[src/rtl/hazard_stall_ctrl_if.sv]
// ---------------------------------------------------------------------------
// hazard_stall_ctrl_if
//   Bundle of pipeline-side signals exchanged with the hazard control unit.
//
//   Pipeline -> hazard unit (decode/execute/memory status):
//     id_valid, id_rs, id_rt, id_uses_rt   ID-stage instruction operands
//     ex_mem_read, ex_dst                  EX-stage load and its destination
//     id_jump                              jump decoded in ID
//     mem_branch_taken                     branch resolved taken in MEM
//   Hazard unit -> pipeline (control):
//     stall                                ID/EX stall mux select
//     pc_write, if_id_write                PC and IF/ID enables
//     flush_if_id, flush_id_ex, flush_ex_mem  stage clears
//
//   Modports: master = pipeline side, slave = hazard unit.
// ---------------------------------------------------------------------------
interface hazard_stall_ctrl_if #(
  parameter int unsigned REG_AW = 5
);
  logic              id_valid;
  logic [REG_AW-1:0] id_rs;
  logic [REG_AW-1:0] id_rt;
  logic              id_uses_rt;
  logic              ex_mem_read;
  logic [REG_AW-1:0] ex_dst;
  logic              id_jump;
  logic              mem_branch_taken;

  logic              stall;
  logic              pc_write;
  logic              if_id_write;
  logic              flush_if_id;
  logic              flush_id_ex;
  logic              flush_ex_mem;

  modport master (
    output id_valid, id_rs, id_rt, id_uses_rt, ex_mem_read, ex_dst,
           id_jump, mem_branch_taken,
    input  stall, pc_write, if_id_write, flush_if_id, flush_id_ex,
           flush_ex_mem
  );

  modport slave (
    input  id_valid, id_rs, id_rt, id_uses_rt, ex_mem_read, ex_dst,
           id_jump, mem_branch_taken,
    output stall, pc_write, if_id_write, flush_if_id, flush_id_ex,
           flush_ex_mem
  );
endinterface

[src/rtl/hazard_stall_ctrl.sv]
// ---------------------------------------------------------------------------
// hazard_stall_ctrl
//   Hazard control unit for a 5-stage MIPS pipeline. Detects load-use
//   hazards between ID and EX, holds multi-cycle load stalls with a small
//   down-counter, and sequences flushes for taken branches (resolved in MEM)
//   and jumps (resolved in ID). Outputs are Mealy: a hazard seen in a cycle
//   stalls that same cycle.
//
//   Parameters:
//     LOAD_STALL_CYCLES  bubbles per load-use hazard, legal range 1..7
//     REG_AW             register address width
//
//   Ports:
//     clk   pipeline clock, rising edge
//     rst   asynchronous active-high reset
//     bus   hazard_stall_ctrl_if.slave (pipeline status in, control out)
//
//   Optional feature (macro HAZARD_PERF_CNT_EN):
//     stall_count[31:0]  cycles with stall=1 outside reset (wraps)
//     flush_count[31:0]  cycles with mem_branch_taken=1 (wraps)
//     Both clear on rst. With the macro undefined these ports do not exist.
// ---------------------------------------------------------------------------
module hazard_stall_ctrl #(
  parameter int unsigned LOAD_STALL_CYCLES = 1,
  parameter int unsigned REG_AW            = 5
) (
  input  logic                 clk,
  input  logic                 rst,
  hazard_stall_ctrl_if.slave   bus
`ifdef HAZARD_PERF_CNT_EN
  ,
  output logic [31:0]          stall_count,
  output logic [31:0]          flush_count
`endif
);

  typedef enum logic {
    IDLE   = 1'b0,
    LSTALL = 1'b1
  } state_t;

  // Counter value loaded on entry to LSTALL: the first bubble is produced
  // from IDLE, the remaining ones from LSTALL.
  localparam logic [2:0] CNT_INIT = 3'(LOAD_STALL_CYCLES - 1);

  state_t      state_q, state_d;
  logic [2:0]  cnt_q, cnt_d;

  logic        hz;
  logic        stall_o;
  logic        pc_write_o;
  logic        if_id_write_o;
  logic        flush_if_id_o;
  logic        flush_id_ex_o;
  logic        flush_ex_mem_o;

  // Load-use hazard: the load in EX writes a register the ID instruction
  // reads. $zero is never a real destination, so it never creates a hazard.
  always_comb begin
    hz = bus.id_valid && bus.ex_mem_read && (bus.ex_dst != '0) &&
         ((bus.ex_dst == bus.id_rs) ||
          (bus.id_uses_rt && (bus.ex_dst == bus.id_rt)));
  end

  // Next-state and Mealy outputs. Priority: taken branch, then load stall
  // (new hazard or ongoing LSTALL), then jump.
  always_comb begin
    // NOTE: every signal gets a default first so no path leaves one
    // unassigned; otherwise synthesis infers a latch.
    state_d        = state_q;
    cnt_d          = cnt_q;
    stall_o        = 1'b0;
    pc_write_o     = 1'b1;
    if_id_write_o  = 1'b1;
    flush_if_id_o  = 1'b0;
    flush_id_ex_o  = 1'b0;
    flush_ex_mem_o = 1'b0;

    if (rst) begin
      // Hold the front end frozen while reset is asserted.
      stall_o       = 1'b1;
      pc_write_o    = 1'b0;
      if_id_write_o = 1'b0;
      state_d       = IDLE;
      cnt_d         = 3'd0;
    end else if (bus.mem_branch_taken) begin
      // Wrong-path instructions occupy IF/ID, ID/EX and EX/MEM; a branch
      // also aborts any load stall in progress.
      flush_if_id_o  = 1'b1;
      flush_id_ex_o  = 1'b1;
      flush_ex_mem_o = 1'b1;
      state_d        = IDLE;
      cnt_d          = 3'd0;
    end else if (state_q == LSTALL) begin
      // Keep inserting bubbles irrespective of hz; the load has already
      // been accounted for when the stall began.
      stall_o       = 1'b1;
      pc_write_o    = 1'b0;
      if_id_write_o = 1'b0;
      if (cnt_q == 3'd1) begin
        state_d = IDLE;
        cnt_d   = 3'd0;
      end else begin
        cnt_d = cnt_q - 3'd1;
      end
    end else if (hz) begin
      // A pending jump in ID is simply held; it is re-presented when the
      // stall releases IF/ID.
      stall_o       = 1'b1;
      pc_write_o    = 1'b0;
      if_id_write_o = 1'b0;
      if (LOAD_STALL_CYCLES > 1) begin
        state_d = LSTALL;
        cnt_d   = CNT_INIT;
      end
    end else if (bus.id_jump) begin
      // Only the sequentially fetched instruction in IF/ID is wrong-path.
      flush_if_id_o = 1'b1;
    end
  end

  always_ff @(posedge clk or posedge rst) begin
    // NOTE: sequential state uses non-blocking assignments so every flop
    // samples pre-edge values regardless of statement order.
    if (rst) begin
      state_q <= IDLE;
      cnt_q   <= 3'd0;
    end else begin
      state_q <= state_d;
      cnt_q   <= cnt_d;
    end
  end

  assign bus.stall        = stall_o;
  assign bus.pc_write     = pc_write_o;
  assign bus.if_id_write  = if_id_write_o;
  assign bus.flush_if_id  = flush_if_id_o;
  assign bus.flush_id_ex  = flush_id_ex_o;
  assign bus.flush_ex_mem = flush_ex_mem_o;

`ifdef HAZARD_PERF_CNT_EN
  logic [31:0] stall_count_q, stall_count_d;
  logic [31:0] flush_count_q, flush_count_d;

  // Counters wrap naturally at 2^32. The reset cycle itself is never
  // counted because the flops are held clear while rst is high.
  always_comb begin
    stall_count_d = stall_count_q;
    flush_count_d = flush_count_q;
    if (stall_o) begin
      stall_count_d = stall_count_q + 32'd1;
    end
    if (bus.mem_branch_taken) begin
      flush_count_d = flush_count_q + 32'd1;
    end
  end

  always_ff @(posedge clk or posedge rst) begin
    if (rst) begin
      stall_count_q <= 32'd0;
      flush_count_q <= 32'd0;
    end else begin
      stall_count_q <= stall_count_d;
      flush_count_q <= flush_count_d;
    end
  end

  assign stall_count = stall_count_q;
  assign flush_count = flush_count_q;
`endif

endmodule

[src/flat_wrapper.sv]
// flat-port wrapper written by rule: the top's interface ports become plain ports
module hazard_stall_ctrl_flat 
#(
  parameter int unsigned LOAD_STALL_CYCLES = 1,
  parameter int unsigned REG_AW            = 5
)
  (clk, rst, bus_id_valid, bus_id_rs, bus_id_rt, bus_id_uses_rt, bus_ex_mem_read, bus_ex_dst, bus_id_jump, bus_mem_branch_taken, bus_stall, bus_pc_write, bus_if_id_write, bus_flush_if_id, bus_flush_id_ex, bus_flush_ex_mem);
  hazard_stall_ctrl_if #(.REG_AW(REG_AW)) bus_i ();
  input  logic clk;
  input  logic rst;
  input wire logic [$bits(bus_i.id_valid)-1:0] bus_id_valid;
  input wire logic [$bits(bus_i.id_rs)-1:0] bus_id_rs;
  input wire logic [$bits(bus_i.id_rt)-1:0] bus_id_rt;
  input wire logic [$bits(bus_i.id_uses_rt)-1:0] bus_id_uses_rt;
  input wire logic [$bits(bus_i.ex_mem_read)-1:0] bus_ex_mem_read;
  input wire logic [$bits(bus_i.ex_dst)-1:0] bus_ex_dst;
  input wire logic [$bits(bus_i.id_jump)-1:0] bus_id_jump;
  input wire logic [$bits(bus_i.mem_branch_taken)-1:0] bus_mem_branch_taken;
  output wire logic [$bits(bus_i.stall)-1:0] bus_stall;
  output wire logic [$bits(bus_i.pc_write)-1:0] bus_pc_write;
  output wire logic [$bits(bus_i.if_id_write)-1:0] bus_if_id_write;
  output wire logic [$bits(bus_i.flush_if_id)-1:0] bus_flush_if_id;
  output wire logic [$bits(bus_i.flush_id_ex)-1:0] bus_flush_id_ex;
  output wire logic [$bits(bus_i.flush_ex_mem)-1:0] bus_flush_ex_mem;
  assign bus_i.id_valid = bus_id_valid;
  assign bus_i.id_rs = bus_id_rs;
  assign bus_i.id_rt = bus_id_rt;
  assign bus_i.id_uses_rt = bus_id_uses_rt;
  assign bus_i.ex_mem_read = bus_ex_mem_read;
  assign bus_i.ex_dst = bus_ex_dst;
  assign bus_i.id_jump = bus_id_jump;
  assign bus_i.mem_branch_taken = bus_mem_branch_taken;
  assign bus_stall = bus_i.stall;
  assign bus_pc_write = bus_i.pc_write;
  assign bus_if_id_write = bus_i.if_id_write;
  assign bus_flush_if_id = bus_i.flush_if_id;
  assign bus_flush_id_ex = bus_i.flush_id_ex;
  assign bus_flush_ex_mem = bus_i.flush_ex_mem;
  hazard_stall_ctrl #(.LOAD_STALL_CYCLES(LOAD_STALL_CYCLES), .REG_AW(REG_AW)) u_core (.clk(clk), .rst(rst), .bus(bus_i));
endmodule
[config.mk]
export PLATFORM = sky130hd
export DESIGN_NAME = hazard_stall_ctrl_flat
export DESIGN_NICKNAME = d
export VERILOG_FILES = /design/src/rtl/hazard_stall_ctrl_if.sv /design/src/rtl/hazard_stall_ctrl.sv /design/src/flat_wrapper.sv
export SDC_FILE = /design/constraint.sdc
export NUM_CORES = 1
export LEC_CHECK = 0
export ABC_AREA = 1
export CAP_MARGIN = 20
export CELL_PAD_IN_SITES_DETAIL_PLACEMENT = 1
export CELL_PAD_IN_SITES_GLOBAL_PLACEMENT = 1
export CORE_MARGIN = 2
export CORE_UTILIZATION = 24
export DETAILED_ROUTE_END_ITERATION = 16
export PLACE_DENSITY_LB_ADDON = 0.1
export REMOVE_ABC_BUFFERS = 1
export SLEW_MARGIN = 0
export SYNTH_ARGS = -nofsm -noshare
export SYNTH_HDL_FRONTEND = slang
export SYNTH_SLANG_ARGS = --single-unit
[constraint.sdc]
create_clock -name clk -period 1.8 [get_ports clk]
set_input_delay 0.45 -clock clk [delete_from_list [all_inputs] [get_ports clk]]
set_output_delay 0.45 -clock clk [all_outputs]
set_load 0.1 [all_outputs]
==> results.cfg, run 1 <==
[clock_network]
numCtsBuffers = 3
root_buffer = clkbuf_4
clkTransAtPathRegs_ns = 0.04
cts_hold_buf = 0
clock_sinks = 4
htreeDepth = 1
post_cts_buffers = 0
clock_path_buffers = 2
cts_tree = yes
clk_latency_ns = 0.24

[synthesis]
netlist_area_um2 = 473
postSynthAreaPerCell_um2 = 5.37
yosysMostFrequentCell = nand2_1
yosysTopAreaCell = nand2_1
synth_edf_count = 0
synth.top_cells.by_count = nand2_1 (35), inv_1 (16), nor2_1 (9), inv_2 (6)
yosysSeqAreaShare_pct = 21.2
ys_warn_count = 0
synthFlopType = dfrtp_1
yosys.cell_types.count = 16
synth.ff_latch_count = 4
synthTopCellsByArea = nand2_1 (28%), dfrtp_1 (21%), inv_1 (13%), nor2_1 (7.1%), ha_1 (5.3%)
synth_top_area_share_pct = 27.8
synthCells = 88
synthArstFlopShare_pct = 100

[grt]
grt_pass1_wl_um = 2480
antenna_found_initial = 0
track_usage_pct = 13.2
grt_pass1_vias = 617
overflow = 0
grt_max_degree = 6

[timing]
drv_slew = 0
fin_skew_ns = 0.00219
max_freq_ghz = 0.542
final-setup-viol-count = 3
fin_crit_ns = 1.84
finalHoldViolations = 0
period_share_pct = 102
slew_headroom_pct = 84.8
setup_ws_ns = -0.0446
rsz0062_at_grt = true
worst_pin_slew_ns = 0.226
timing.hold.ws_ns = 0.376

[power]
peakVddDrop_mv = 0.359
p_leak_nw = 0.506
cellPowerDensity_nw_per_um2 = 485

[layout]
areaGrowthSynthToFinish_pct = 95.0
stdcell_area_um2 = 922
register_area_um2 = 100
n_antenna_cell = 0
multiInputGateArea_um2 = 323
fin_nets = 144
fillers = 253
layout-drive-gt1-share_pct = 48.3

[die]
initial_core_util_pct = 24.9
rows = 16
dieWidth_um = 48.4
dieArea_um2 = 2340
core_um2 = 1900
die_y_um = 48.4
io_pins = 28

[critical_path]
r2r_start = u_core.cnt_q[0]
cp_cell_sequence = clkdlybuf4s50_1 > nand2_2 > inv_1 > buf_12
rrSetupSlack_ns = 0.69
crit_required_ns = 1.35
cpMaxStageDelayCell = clkdlybuf4s50_1
path_buf_inv = 3
critPathArrivalTime_ns = 1.39
crit_path_max_incr_delay_ns = 0.49
setup.worst_path.class = in -> out
critPathLaunchType = input pin
crit_family = buffers and inverters
crit_fanout = 3
cp-startpoint = bus_mem_branch_taken
cp-end-kind = output port

[detailed_routing]
ant_nets = 0
post-route-drc-count = 0
routed_wl_um = 1380
wl_per_cell_um = 9.51
vias = 613
avgViaCountPerCell = 4.23
drt-initial-drc-count = 2
drt_first_pass_iters = 2

[placement]
dp_hpwl_um = 1240
portBuffers = 27
place_ws_ns = -0.555
gp_congestion = 0.778
place_area_um2 = 837

[flow_run]
drv_cap = 0

[hold_path]
hold_class = in -> async

[run_status]
status = complete, but fails checks
failed_checks = setup timing
power by group:
part / internal, mW / leakage (nW) / total, mW / switching [mW]
sequential: 0.0928 / 0.0547 / 0.0943 / 0.00156
combinational: 0.104 / 0.438 / 0.240 / 0.136
clock: 0.0747 / 0.0138 / 0.113 / 0.0381
total: 0.272 / 0.506 / 0.447 / 0.176
repair_timing:
item,CTS,global route
pin swaps,25,26
hold endpoints to repair,0,0
gates resized for setup,77,33
setup endpoints to repair,6,6
metrics by stage:
stage	std cells	utilization, %	setup TNS, ns	power [mW]
6_report	145	48.5	-0.0966	0.447
5_1_grt	145	48.5	-0.413	0.473
4_1_cts	145	43.3	-0.236	0.429
3_5_place_dp	142	44.0	-2.17	0.321
3_3_place_gp	142	44.0	-2.08	0.317
2_1_floorplan	86	-	-2.45	0.211
state kept, by name, summed over array words and instances, names as in the netlist:
signal and flops:
u_core.state_q 1, u_core.cnt_q 3
area by class of cell:
cell class              count  share of cell area, %
flip-flops and latches      4                   10.9
multi-input cells          60                   35.0
clock buffers               3                   2.44
repair buffers             29                   38.5
inverters                  22                   9.50
well taps                  27                   3.66
layout by cell type (no fill, tap or decap), drive strengths merged:
cell type	n
nand2	36
buf	23
inv	22
nor2	11
nand3	4
dfrtp	4
clkbuf	4
dlygate4sd2	3
a21oi	2
ha	2
clkdlybuf4s50	2
o32ai	1
xnor2	1
nand4	1
a211oi	1
o21ai	1
cells by family (layout without fill, tap and decap cells):
group	count (synthesis)	count (layout)	share of synthesized area (%)
AND/OR/NAND/NOR	52	52	44.4
XOR/XNOR	1	1	1.85
buffers and inverters	24	54	20.6
adder cells (fa/ha/maj)	2	2	5.29
AO/OA/AOI/OAI	5	5	6.61
flip-flops	4	4	21.2
path summary, 6_finish.rpt:
path,end,depth (start not counted)
min in group clk,u_core.cnt_q[1],2
max reg2reg,u_core.cnt_q[2],4
min,u_core.state_q,3
max,bus_flush_id_ex,4
min reg2reg,u_core.cnt_q[1],2
max in group asynchronous,u_core.cnt_q[1],3
layer usage:
metal  vias up  track usage (%)  share of wire (%)
met5         -                0                  0
met4         0             4.29                1.4
met3         2             3.40                5.9
met2        19             22.5                 52
met1       273             16.2                 41
li1        319                -                  -
worst register-to-register path, stage by stage, from the launching register on:
cell and delay, ns:
dfrtp_1 0.38, ha_1 0.20, nand2_1 0.07, nand2_1 0.09, a211oi_1 0.28
Power figures use the tool's default switching activity.
==> run 2, diff against run 1 <==
--- a/config.mk
+++ b/config.mk
@@ -10,7 +10,8 @@
 export CELL_PAD_IN_SITES_DETAIL_PLACEMENT = 1
 export CELL_PAD_IN_SITES_GLOBAL_PLACEMENT = 1
 export CORE_MARGIN = 2
-export CORE_UTILIZATION = 24
+export CORE_UTILIZATION = 25
+export CTS_BUF_LIST = sky130_fd_sc_hd__clkbuf_8
 export DETAILED_ROUTE_END_ITERATION = 16
 export PLACE_DENSITY_LB_ADDON = 0.1
 export REMOVE_ABC_BUFFERS = 1
==> results.cfg, run 2 (same netlist as run 1, synthesis figures left out) <==
[power]
clkPwrFrac_pct = 35.7
pwr-share-seq_pct = 18.2
p_leak_nw = 0.509
switching_share_pct = 35.2
p_int_mw = 0.336
p_sw_mw = 0.182
p_total_mw = 0.518
cellPowerDensity_nw_per_um2 = 558
peakVddDrop_mv = 0.342
p_comb_share_pct = 46.1

[timing]
finalHoldViolations = 0
max_freq_ghz = 0.540
setup_ws_ns = -0.0515
final-setup-viol-count = 6
drv_slew = 0
fin_skew_ns = 0.000711
slew_headroom_pct = 86.2
period_share_pct = 103
fin_crit_ns = 1.85
rsz0062_at_grt = true
worst_pin_slew_ns = 0.206
fin_tns_setup_ns = -0.162

[grt]
antenna_found_initial = 0
track_usage_pct = 14.3
overflow = 0
grt_pass1_wl_um = 2290
grt_pass1_vias = 603
grt_max_degree = 6

[placement]
portBuffers = 27
place_area_um2 = 827
gp_congestion = 0.664
place_inst = 139
dp_hpwl_um = 1250

[die]
die_y_um = 47.5
initial_core_util_pct = 27.1
dieArea_um2 = 2260
rows = 15
io_pins = 28
dieWidth_um = 47.5
core_um2 = 1750

[run_status]
failed_checks = setup timing
status = complete, but fails checks

[layout]
layout-drive-gt1-share_pct = 47.9
largest_reg_flops = 3
fillers = 235
areaGrowthSynthToFinish_pct = 96.3
final_common_cell = nand2_1
stdcell_count = 142
top_regs = u_core.cnt_q: 3 flops, u_core.state_q: 1 flops
regMostFlops = u_core.cnt_q
n_antenna_cell = 0
utilization_pct = 53.2
stdcell_area_um2 = 928
fin_nets = 143
final_cell_mix = nand2_1 (21), nand2_2 (13), inv_1 (11)

[critical_path]
setup.worst_path.class = in -> out
cpMaxStageDelayCell = clkdlybuf4s50_1
crit_required_ns = 1.35
crit_family = buffers and inverters
critPathArrivalTime_ns = 1.40
critPathLaunchType = input pin
cp-end-kind = output port
cp_cell_sequence = clkdlybuf4s50_1 > nand2_2 > inv_1 > buf_12
crit_fanout = 3
path_buf_inv = 3
crit_path_max_incr_delay_ns = 0.49

[clock_network]
clock_sinks = 4
numCtsBuffers = 3
clk_latency_ns = 0.21
root_buffer = clkbuf_8
clock_path_buffers = 2
clkTransAtPathRegs_ns = 0.03
post_cts_buffers = 0
cts_hold_buf = 0
cts_tree = yes
htreeDepth = 1

[detailed_routing]
vias = 620
ant_nets = 0
drt-initial-drc-count = 9
drt_first_pass_iters = 4
avgViaCountPerCell = 4.37
routed_wl_um = 1510
post-route-drc-count = 0
wl_per_cell_um = 10.6

[flow_run]
drv_cap = 0

[hold_path]
hold_class = in -> async
-- run 2: changes by cell type in the layout (fill, tap and decap cells not counted), sizes merged --
| cell | before | now |
|---|---|---|
| buf | 23 | 21 |
| clkbuf | 4 | 3 |
| clkdlybuf4s15 | 0 | 1 |
| dlygate4sd2 | 3 | 4 |
-- run 2: routing by layer --
layer	vias up	track usage (%)	part of all wire [%]
met5	-	0	0
met4	0	3.89	0.46
met3	2	6.04	8.5
li1	315	-	-
met1	278	17.3	40
met2	25	23.2	51
-- run 2: through the flow --
| stage | hold WS, ns | worst slack [ns] |
|---|---|---|
| floorplan | 0.224 | -0.801 |
| global placement | 0.540 | -0.563 |
| detailed placement | 0.554 | -0.583 |
| CTS | 0.417 | -0.0966 |
| global route | 0.437 | -0.120 |
| finish | 0.422 | -0.0515 |
-- run 2: worst paths after layout --
path | to | cells past startpoint | startpoint | slack [ns]
worst max-delay path | bus_flush_id_ex | 4 | bus_mem_branch_taken | -0.05
worst min-delay path | u_core.state_q | 3 | rst | 0.42
worst max register to register | u_core.cnt_q[2] | 4 | u_core.cnt_q[0] | 0.71
worst min register to register | u_core.cnt_q[1] | 2 | u_core.cnt_q[1] | 0.57
max in group asynchronous | u_core.cnt_q[1] | 3 | rst | 1.27
min in group clk | u_core.cnt_q[1] | 2 | u_core.cnt_q[1] | 0.57
-- run 2: final cells by class --
| class | instances | area (um2) | share of cell area (%) |
|---|---|---|---|
| clock buffers | 3 | 41.3 | 4.45 |
| inverters | 22 | 90.1 | 9.70 |
| multi-input cells | 60 | 328 | 35.3 |
| flip-flops and latches | 4 | 100 | 10.8 |
| well taps | 25 | 31.3 | 3.37 |
| repair buffers | 28 | 338 | 36.4 |
-- run 2: worst register-to-register path, stage by stage (launching register included) --
cell and delay [ns]:
dfrtp_1 0.38, ha_1 0.21, nand2_1 0.06, nand2_1 0.08, a211oi_1 0.26
-- run 2: what timing repair did --
| item | 4_1_cts | 5_1_grt |
|---|---|---|
| gates resized for setup | 85 | 21 |
| pin swaps | 24 | 15 |
| setup endpoints to repair | 6 | 6 |
-- run 2: power by group through the flow --
stage	Clock [mW]	Sequential, mW	Combinational, mW
detailed placement	0	0.0951	0.224
finish	0.185	0.0941	0.239
floorplan	0	0.0948	0.117
global placement	0	0.0948	0.220
CTS	0.190	0.0941	0.222
global route	0.201	0.0946	0.256
